$ cat src/rtl/fft_loader_pkg.sv
// Shared FFT definitions: transform size, sample width, complex RAM word and loader states.
// Imported by the loader, its address sub-module and the bus interface.
package fft_loader_pkg;

    localparam int FFT_LOG2N = 9;
    localparam int FFT_N     = 1 << FFT_LOG2N;
    localparam int SAMPLE_W  = 16;

    // RAM word layout: real part in the upper half, imaginary part in the lower half
    typedef struct packed {
        logic signed [SAMPLE_W-1:0] re;
        logic signed [SAMPLE_W-1:0] im;
    } cplx_t;

    typedef enum logic [1:0] {
        LOAD  = 2'd0,
        FLUSH = 2'd1,
        FULL  = 2'd2
    } loader_state_t;

    // Promote a real time-domain sample to a complex RAM word with zero imaginary part
    function automatic cplx_t real_to_cplx(input logic signed [SAMPLE_W-1:0] s);
        cplx_t c;
        c.re = s;
        c.im = '0;
        return c;
    endfunction

endpackage

$ cat src/rtl/fft_loader_if.sv
// Sample stream, FFT-core handshake and RAM write port of the FFT input loader.
// master = loader side, slave = environment (upstream source, FFT core, RAM).
interface fft_loader_if
    import fft_loader_pkg::*;
#(
    parameter int N = FFT_LOG2N,
    parameter int W = SAMPLE_W
) ();

    logic                sample_valid;
    logic signed [W-1:0] sample_in;
    logic                sample_ready;
    logic                fft_ack;
    logic                frame_ready;
    logic                ram_we;
    logic [N-1:0]        ram_waddr;
    logic [2*W-1:0]      ram_wdata;
    logic [N-1:0]        sample_idx;

    modport master (
        input  sample_valid,
        input  sample_in,
        input  fft_ack,
        output sample_ready,
        output frame_ready,
        output ram_we,
        output ram_waddr,
        output ram_wdata,
        output sample_idx
    );

    modport slave (
        output sample_valid,
        output sample_in,
        output fft_ack,
        input  sample_ready,
        input  frame_ready,
        input  ram_we,
        input  ram_waddr,
        input  ram_wdata,
        input  sample_idx
    );

endinterface

$ cat src/rtl/bitrev.sv
// Combinational N-bit bit reversal: dout[i] = din[N-1-i].
// Zero latency, no flow control.
module bitrev #(
    parameter int N = 9
) (
    input  logic [N-1:0] din,
    output logic [N-1:0] dout
);

    for (genvar i = 0; i < N; i++) begin : g_rev
        assign dout[i] = din[N-1-i];
    end

endmodule

$ cat src/rtl/fft_loader_addr.sv
// Write-address generator: bit-reverses the natural sample index and registers it.
// One cycle latency from index to address; updates only when en is high, otherwise holds.
module fft_loader_addr #(
    parameter int N = 9
) (
    input  logic         clk,
    input  logic         reset,
    input  logic         en,
    input  logic [N-1:0] idx,
    output logic [N-1:0] waddr
);

    logic [N-1:0] idx_rev;

    bitrev #(.N(N)) u_bitrev (
        .din  (idx),
        .dout (idx_rev)
    );

    always_ff @(posedge clk or posedge reset) begin
        if (reset) begin
            waddr <= '0;
        end else if (en) begin
            waddr <= idx_rev;
        end
    end

endmodule

$ cat src/rtl/fft_loader.sv
// FFT input loader: writes a 2^N real-sample frame into RAM in bit-reversed order, 1-cycle write latency.
// Accepts 1 sample/cycle while loading; sample_ready is low from the last write until fft_ack frees the RAM.
module fft_loader
    import fft_loader_pkg::*;
#(
    parameter int N = FFT_LOG2N,
    parameter int W = SAMPLE_W
) (
    input  logic        clk,
    input  logic        reset,
    fft_loader_if.master bus
);

    loader_state_t   state;
    loader_state_t   state_nxt;
    logic            ready;
    logic            full;
    logic            handshake;
    logic            last_sample;
    logic [N-1:0]    idx;
    logic            we_q;
    logic [2*W-1:0]  wdata_q;
    logic [N-1:0]    waddr;

    assign handshake   = bus.sample_valid && ready;
    assign last_sample = &idx;

    always_ff @(posedge clk or posedge reset) begin
        if (reset) begin
            state <= LOAD;
        end else begin
            state <= state_nxt;
        end
    end

    // FLUSH gives the final RAM write one cycle to commit before the frame is advertised
    always_comb begin
        state_nxt = state;
        ready     = 1'b0;
        full      = 1'b0;
        case (state)
            LOAD: begin
                ready = 1'b1;
                if (bus.sample_valid && last_sample) begin
                    state_nxt = FLUSH;
                end
            end
            FLUSH: begin
                state_nxt = FULL;
            end
            FULL: begin
                full = 1'b1;
                if (bus.fft_ack) begin
                    state_nxt = LOAD;
                end
            end
            default: begin
                state_nxt = LOAD;
            end
        endcase
    end

    // Index wraps to 0 naturally after 2^N-1, ready for the next frame
    always_ff @(posedge clk or posedge reset) begin
        if (reset) begin
            idx <= '0;
        end else if (handshake) begin
            idx <= idx + 1'b1;
        end
    end

    always_ff @(posedge clk or posedge reset) begin
        if (reset) begin
            we_q    <= 1'b0;
            wdata_q <= '0;
        end else begin
            we_q <= handshake;
            if (handshake) begin
                wdata_q <= {bus.sample_in, {W{1'b0}}};
            end
        end
    end

    fft_loader_addr #(.N(N)) u_addr (
        .clk   (clk),
        .reset (reset),
        .en    (handshake),
        .idx   (idx),
        .waddr (waddr)
    );

    assign bus.sample_ready = ready;
    assign bus.frame_ready  = full;
    assign bus.ram_we       = we_q;
    assign bus.ram_waddr    = waddr;
    assign bus.ram_wdata    = wdata_q;
    assign bus.sample_idx   = idx;

endmodule
$ cat src/flat_wrapper.sv
// flat-port wrapper written by rule: the top's interface ports become plain ports
module fft_loader_flat import fft_loader_pkg::*;
#(
    parameter int N = FFT_LOG2N,
    parameter int W = SAMPLE_W
)
  (clk, reset, bus_sample_valid, bus_sample_in, bus_fft_ack, bus_sample_ready, bus_frame_ready, bus_ram_we, bus_ram_waddr, bus_ram_wdata, bus_sample_idx);
  fft_loader_if #(.N(N), .W(W)) bus_i ();
  input  logic clk;
  input  logic reset;
  input wire logic [$bits(bus_i.sample_valid)-1:0] bus_sample_valid;
  input wire logic [$bits(bus_i.sample_in)-1:0] bus_sample_in;
  input wire logic [$bits(bus_i.fft_ack)-1:0] bus_fft_ack;
  output wire logic [$bits(bus_i.sample_ready)-1:0] bus_sample_ready;
  output wire logic [$bits(bus_i.frame_ready)-1:0] bus_frame_ready;
  output wire logic [$bits(bus_i.ram_we)-1:0] bus_ram_we;
  output wire logic [$bits(bus_i.ram_waddr)-1:0] bus_ram_waddr;
  output wire logic [$bits(bus_i.ram_wdata)-1:0] bus_ram_wdata;
  output wire logic [$bits(bus_i.sample_idx)-1:0] bus_sample_idx;
  assign bus_i.sample_valid = bus_sample_valid;
  assign bus_i.sample_in = bus_sample_in;
  assign bus_i.fft_ack = bus_fft_ack;
  assign bus_sample_ready = bus_i.sample_ready;
  assign bus_frame_ready = bus_i.frame_ready;
  assign bus_ram_we = bus_i.ram_we;
  assign bus_ram_waddr = bus_i.ram_waddr;
  assign bus_ram_wdata = bus_i.ram_wdata;
  assign bus_sample_idx = bus_i.sample_idx;
  fft_loader #(.N(N), .W(W)) u_core (.clk(clk), .reset(reset), .bus(bus_i));
endmodule
$ cat config.mk
export PLATFORM = sky130hd
export DESIGN_NAME = fft_loader_flat
export DESIGN_NICKNAME = d
export VERILOG_FILES = /design/src/rtl/fft_loader_pkg.sv /design/src/rtl/fft_loader_if.sv /design/src/rtl/bitrev.sv /design/src/rtl/fft_loader_addr.sv /design/src/rtl/fft_loader.sv /design/src/flat_wrapper.sv
export SDC_FILE = /design/constraint.sdc
export NUM_CORES = 1
export LEC_CHECK = 0
export ABC_AREA = 0
export BUFFER_PORTS_ARGS = -buffer_cell sky130_fd_sc_hd__buf_2
export CORE_ASPECT_RATIO = 0.5
export CORE_UTILIZATION = 35
export DETAILED_ROUTE_END_ITERATION = 8
export GPL_ROUTABILITY_DRIVEN = 0
export GPL_TIMING_DRIVEN = 0
export SLEW_MARGIN = 20
export SYNTH_ARGS = -nofsm -noshare
export SYNTH_HDL_FRONTEND = slang
export SYNTH_SLANG_ARGS = --single-unit
$ cat constraint.sdc
create_clock -name clk -period 1.9 [get_ports clk]
set_input_delay 0.095 -clock clk [delete_from_list [all_inputs] [get_ports clk]]
set_output_delay 0.095 -clock clk [all_outputs]
set_load 0.1 [all_outputs]
==> results of run 1 <==
[power by group]
| group | internal, uW | switching (uW) | leakage, uW |
|---|---|---|---|
| logic | 331 | 1610 | 0.000614 |
| clock network | 288 | 251 | 0.0000443 |
| registers | 970 | 157 | 0.000450 |
[layout make-up]
class | instances | area (sq um)
Buffer | 19 | 162.7
Clock buffer | 7 | 86.33
Fill cell | 376 | 2004
Inverter | 2 | 20.02
Multi-Input combinational cell | 69 | 554.3
Sequential cell | 37 | 930.9
Tap cell | 54 | 67.56
Timing Repair Buffer | 58 | 317.8
[worst max-delay path, delay by kind of cell, from the launching register on]
kind                   cells  cell delay, ns
DFF                        1            0.41
and+or+nand+nor            1            0.39
buffers and inverters      3            0.41
muxes                      1            0.34
[state kept, by name, indices dropped and copies added, names as in the netlist]
register,flops
u_core.state,2
u_core.bus.sample_idx,9
u_core.bus.ram_we,1
u_core.bus.ram_wdata,16
u_core.u_addr.waddr,9
[path summary, 6_finish.rpt]
kind                                                           start  slack [ns]  depth (start not counted)                              endpoint
min in group asynchronous                                      reset        0.34                          3  u_core.bus.sample_idx[5]$_DFFE_PP0P_
max in group asynchronous                                      reset        1.12                          4  u_core.bus.sample_idx[1]$_DFFE_PP0P_
worst max register to register           u_core.state[0]$_DFFE_PP0P_        0.23                          5  u_core.bus.ram_wdata[20]$_DFFE_PP0P_
worst min register to register  u_core.bus.ram_wdata[25]$_DFFE_PP0P_        0.50                          1  u_core.bus.ram_wdata[25]$_DFFE_PP0P_
worst min-delay path                               bus_sample_in[10]        0.05                          2  u_core.bus.ram_wdata[26]$_DFFE_PP0P_
worst max-delay path                     u_core.state[0]$_DFFE_PP0P_        0.23                          5  u_core.bus.ram_wdata[20]$_DFFE_PP0P_
[stage by stage]
step	setup slack [ns]	area (sq um)	hold WS, ns
floorplan	0.003386	1668	0.2466
global route	0.1340	2140	0.03090
global placement	0.2416	2016	0.3268
detailed placement	0.2151	2043	0.09537
finish	0.2260	2140	0.04602
CTS	0.2063	2140	0.03874
[kinds of logic after synthesis]
kind of cell	after synthesis	share of synthesized area
mux	28	0.1955
simple gates	16	0.05842
other cells	1	0.002334
buf+inv	21	0.1137
fa+ha+maj	2	0.01557
flops	37	0.5763
xor+xnor	7	0.03816
[cell usage after synthesis]
cell type	number
mux2_2	27
nand2_1	2
nand2b_1	1
inv_1	1
mux2i_1	1
inv_12	1
and3_1	2
nand3_1	1
dfrtp_1	37
nor2_1	2
buf_6	2
buf_4	16
and2b_1	1
and2_1	1
nor3b_1	1
ha_1	2
xor2_1	1
or3b_1	1
buf_12	1
nand4_1	4
xnor2_1	6
conb_1	1
[per-layer routing]
layer / up-vias / track usage / routed length, um / part of all wire
met5: - / 0 / 0 / 0
met3: 2 / 0.04539 / 160 / 0.055
met1: 510 / 0.1540 / 1277 / 0.44
met2: 37 / 0.2400 / 1427 / 0.49
li1: 506 / - / - / -
met4: 0 / 0.05303 / 27 / 0.0093
==> metrics.md, run 1 <==
| Metric | Value |
|---|---|
| DIE WIDTH | `roughly 98 um` |
| Critical path peak fanout | `10` |
| WL per Instance | `approximately 12 um` |
| CORE AREA | `slightly above 4000 sq um` |
| Layout cells sized above 1 | `0.5990` |
| Mapped Cells | `roughly 110` |
| Initial antenna violation count | `0` |
| TritonCTS clock tree | `yes` |
| # port buffers | `56` |
| Fin crit period | `between 1.5 and 2 ns` |
| Total CTS buffers | `5` |
| Clk pin slew, worst setup/hold paths | `0.07 ns` |
| Commonest non-fill, non-tap cell in the layout | `buf_2` |
| Gr usage total | `0.1357` |
| Post-route ant nets | `0` |
| Setup TNS | `0 ns` |
| Dpl cells | `238` |
| CTS max path bufs | `2` |
| Cell Chain, Critical Path | `or3b_1 -> buf_6 -> inv_12 -> buf_6 -> mux2_2` |
| WP data arrival | `around 1.8 ns` |
| Register bit count reported by yosys | `37` |
| YS warnings | `0` |
| Synth Area per Inst | `between 10 and 15 sq um` |
| Setup Skew | `0.004380 ns` |
| Global-route wire length before repair | `approximately 5.0 mm` |
| DR pass1 iterations | `5` |
| Fmax | `roughly 600 MHz` |
| Number of global-route vias before repair | `1088` |
| Area grow syn2layout | `33.18%` |
| Die area | `a little under 5000 sq um` |
| Distinct cells, synth | `22` |
| MaxCap Viol Count | `0` |
| Fin cells | `approximately 250` |
| Hold Path Class | `input pin to flip-flop` |
| Most used cell, CP | `buf_6` |
| Final Hold Vio Count | `0` |
| Post-layout util | `0.5163` |
| Status | `complete, but fails checks` |
| Row Count | `16` |
| Final nets | `214` |
| CTS H-tree lvls | `2` |
| Max VDD drop | `around 660 uV` |
| CP max stage cell | `dfrtp_1` |
| Largest net degree at the start of global routing | `24` |
| Worst setup SP type | `flip-flop` |
| Area contributors post-synth | `dfrtp_1 58%, mux2_2 19%, buf_4 7.5%, xnor2_1 3.3%, ha_1 1.6%` |
| Post_cts resized | `0` |
| Mapped cell area | `around 1600 sq um` |
| Antenna fix cells | `0` |
| Final WL | `between 2 and 3 mm` |
| Global route overflow | `0` |
| Pwr/cell area | `1688 nW/um^2` |
| Kind of critical path | `flip-flop to flip-flop` |
| DRT iter0 DRCs | `16` |
| Crit end category | `flip-flop` |
| Commonest cells after routing, fill and taps aside | `56 x buf_2, 33 x dfrtp_1, 27 x mux2_2` |
| CP max stage delay | `between 0.4 and 0.5 ns` |
| Io pins | `73` |
| Clock sinks | `37` |
| Synth top area share | `0.5763` |
| # setup viols final | `0` |
| Initial Util | `0.3877` |
| Cell taking the most area after synthesis | `dfrtp_1` |
| Skew-Pair Late Insertion Delay | `~0.28 ns` |
| Clk root buf | `clkbuf_8` |
| Power, Total | `~3600 uW` |
| Post-CTS setup buffer count | `0` |
| RSZ-0062 raised after global routing | `no` |
| Failing checks | `DRC` |
| Die height | `around 50 um` |
| CP required | `roughly 2.1 ns` |
| Post-synthesis sequential area ratio | `0.5763` |
| Number of vias per cell | `around 4.3` |
| DP Wirelength | `roughly 2.2 mm` |
| Total number of vias | `~1.1k` |
| Final Slew Violations | `0` |
| Pleak | `roughly 0.0011 uW` |
| Period utilisation layout | `0.8811` |
| Post-CTS Hold Buffers | `1` |
| DRC violations left | `10` |
Power figures use the tool's default switching activity.
==> inputs of run 2 (changes only) <==
--- a/config.mk
+++ b/config.mk
@@ -9,9 +9,11 @@
 export BUFFER_PORTS_ARGS = -buffer_cell sky130_fd_sc_hd__buf_2
 export CORE_ASPECT_RATIO = 0.5
 export CORE_UTILIZATION = 35
+export CTS_CLUSTER_SIZE = 16
 export DETAILED_ROUTE_END_ITERATION = 8
 export GPL_ROUTABILITY_DRIVEN = 0
 export GPL_TIMING_DRIVEN = 0
+export PLACE_DENSITY_LB_ADDON = 0.15
 export SLEW_MARGIN = 20
 export SYNTH_ARGS = -nofsm -noshare
 export SYNTH_HDL_FRONTEND = slang
==> metrics.md, run 2 (same netlist as run 1, synthesis figures left out) <==
| Metric | Value |
|---|---|
| TritonCTS clock tree | `yes` |
| Final Hold Vio Count | `0 (unchanged)` |
| Crit end category | `flip-flop` |
| Fin crit period | `1.686 ns (+0.01230 ns)` |
| Post-CTS setup buffer count | `0 (unchanged)` |
| Kind of critical path | `flip-flop to flip-flop` |
| DR pass1 iterations | `6 (+1)` |
| Period utilisation layout | `0.8875 (+0.006475)` |
| Post_cts resized | `0 (unchanged)` |
| DRC violations left | `15 (+5)` |
| Global route overflow | `0 (unchanged)` |
| WL per Instance | `11.51 um (-2.1%)` |
| Initial Util | `0.3877 (unchanged)` |
| Area grow syn2layout | `32.94%` |
| # setup viols final | `0 (unchanged)` |
| Hold Path Class | `input pin to flip-flop` |
| Clk pin slew, worst setup/hold paths | `0.07 ns (about the same)` |
| Layout cells sized above 1 | `0.6010 (+0.002078)` |
| RSZ-0062 raised after global routing | `no` |
| Final nets | `214 (unchanged)` |
| Failing checks | `DRC` |
| MaxCap Viol Count | `0 (unchanged)` |
| Post-route ant nets | `0 (unchanged)` |
| # port buffers | `56 (unchanged)` |
| Die height | `49.91 um (unchanged)` |
| Post-CTS Hold Buffers | `1 (unchanged)` |
| Max FFs per register | `16 (unchanged)` |
| Row Count | `16 (unchanged)` |
| Pre-CTS setup slack | `0.2075 ns (-0.007559 ns)` |
| Gr usage total | `0.1321 (-0.003570)` |
| Setup TNS | `0 ns (unchanged)` |
| CTS max path bufs | `2 (unchanged)` |
| Design area | `2136 sq um (-0.18%)` |
| Post-DP Area | `2043 sq um (unchanged)` |
| DRT iter0 DRCs | `31 (+15)` |
| Final Slew Violations | `0 (unchanged)` |
| Clock sinks | `37 (unchanged)` |
| DIE WIDTH | `97.82 um (unchanged)` |
| CTS H-tree lvls | `2 (unchanged)` |
| Pleak | `0.001110 uW (about the same)` |
| Max VDD drop | `1118 uV (+70%)` |
| Dpl cells | `238 (unchanged)` |
| Commonest non-fill, non-tap cell in the layout | `buf_2` |
| Global-route wire length before repair | `4.857 mm (-3.2%)` |
| Pwr/cell area | `1680 nW/um^2 (-0.44%)` |
| Status | `complete, but fails checks` |
| Io pins | `73 (unchanged)` |
| Die area | `4881 sq um (unchanged)` |
| Fmax | `593.0 MHz (-0.73%)` |
| Total CTS buffers | `5 (unchanged)` |
| Final worst slack | `0.2137 ns (-0.01230 ns)` |
| Antenna fix cells | `0 (unchanged)` |
| Setup Skew | `0.004091 ns (-0.0002885 ns)` |
| WP data arrival | `1.85 ns (+0.02 ns)` |
| Worst setup SP type | `flip-flop` |
| Largest net degree at the start of global routing | `21 (-13%)` |
| Fin cells | `247 (+0.41%)` |
| Number of global-route vias before repair | `1037 (-4.7%)` |
| Commonest cells after routing, fill and taps aside | `56 x buf_2, 33 x dfrtp_1, 27 x mux2_2` |
| Final WL | `2.844 mm (-1.7%)` |
| Skew-Pair Late Insertion Delay | `0.28 ns (about the same)` |
| Initial antenna violation count | `0 (unchanged)` |
| Clk root buf | `clkbuf_8` |
| Total number of vias | `1077 (+2.1%)` |
| CORE AREA | `4144 sq um (unchanged)` |
| CP required | `2.07 ns (about the same)` |
| Number of vias per cell | `4.360 (+1.7%)` |
| Critical path peak fanout | `10 (unchanged)` |
[run 2: cell types whose count changed in the layout (fill, tap and decap cells not counted), sizes merged]
cell / change
clkbuf: -1
clkinv: +2
[run 2: report_power, final]
part	internal (uW)	switching, uW	total (uW)
logic	330	1610	1940
clock network	254	272	526
registers	970	154	1120
[run 2: metal layers]
| metal | track usage | wire [um] | part of all wire | vias up |
|---|---|---|---|---|
| met5 | 0 | 0 | 0 | - |
| met4 | 0.06061 | 36 | 0.013 | 0 |
| met3 | 0.05106 | 238 | 0.084 | 5 |
| met2 | 0.2317 | 1310 | 0.46 | 51 |
| met1 | 0.1439 | 1258 | 0.44 | 510 |
| li1 | - | - | - | 511 |
[run 2: critical path, cell delays in order, from the launching register on]
cell     delay [ns]
dfrtp_1        0.42
or3b_1         0.40
buf_6          0.17
inv_12         0.09
buf_6          0.15
mux2_2         0.34
[run 2: cell type report]
type                       count  area, sq um
inverter                       2        20.02
timing repair buffer          58        317.8
buffer                        19        162.7
clock buffer                   6        72.57
clock inverter                 2        10.01
fill                         377         2008
tap                           54        67.56
sequential                    37        930.9
multi-input combinational     69        554.3
[run 2: metrics by stage]
stage	utilization	total power (uW)	hold slack (ns)
after global placement	0.4864	3057	0.3269
after CTS	0.5154	3623	0.02857
final	0.5154	3589	0.03737
after detailed placement	0.4931	3086	0.1184
after global routing	0.5154	3737	0.03262
after floorplan	-	2796	0.2466
[run 2: path summary, 6_finish.rpt]
| check | endpoint | from | cells after the start | slack [ns] |
|---|---|---|---|---|
| worst max-delay path | u_core.bus.ram_wdata[20]$_DFFE_PP0P_ | u_core.state[0]$_DFFE_PP0P_ | 5 | 0.21 |
| worst min-delay path | u_core.bus.ram_wdata[29]$_DFFE_PP0P_ | bus_sample_in[13] | 2 | 0.04 |
| worst max register to register | u_core.bus.ram_wdata[20]$_DFFE_PP0P_ | u_core.state[0]$_DFFE_PP0P_ | 5 | 0.21 |
| worst min register to register | u_core.bus.ram_wdata[18]$_DFFE_PP0P_ | u_core.bus.ram_wdata[18]$_DFFE_PP0P_ | 1 | 0.50 |
| max in group asynchronous | u_core.bus.sample_idx[1]$_DFFE_PP0P_ | reset | 4 | 1.08 |
| min in group asynchronous | u_core.bus.ram_wdata[16]$_DFFE_PP0P_ | reset | 3 | 0.37 |
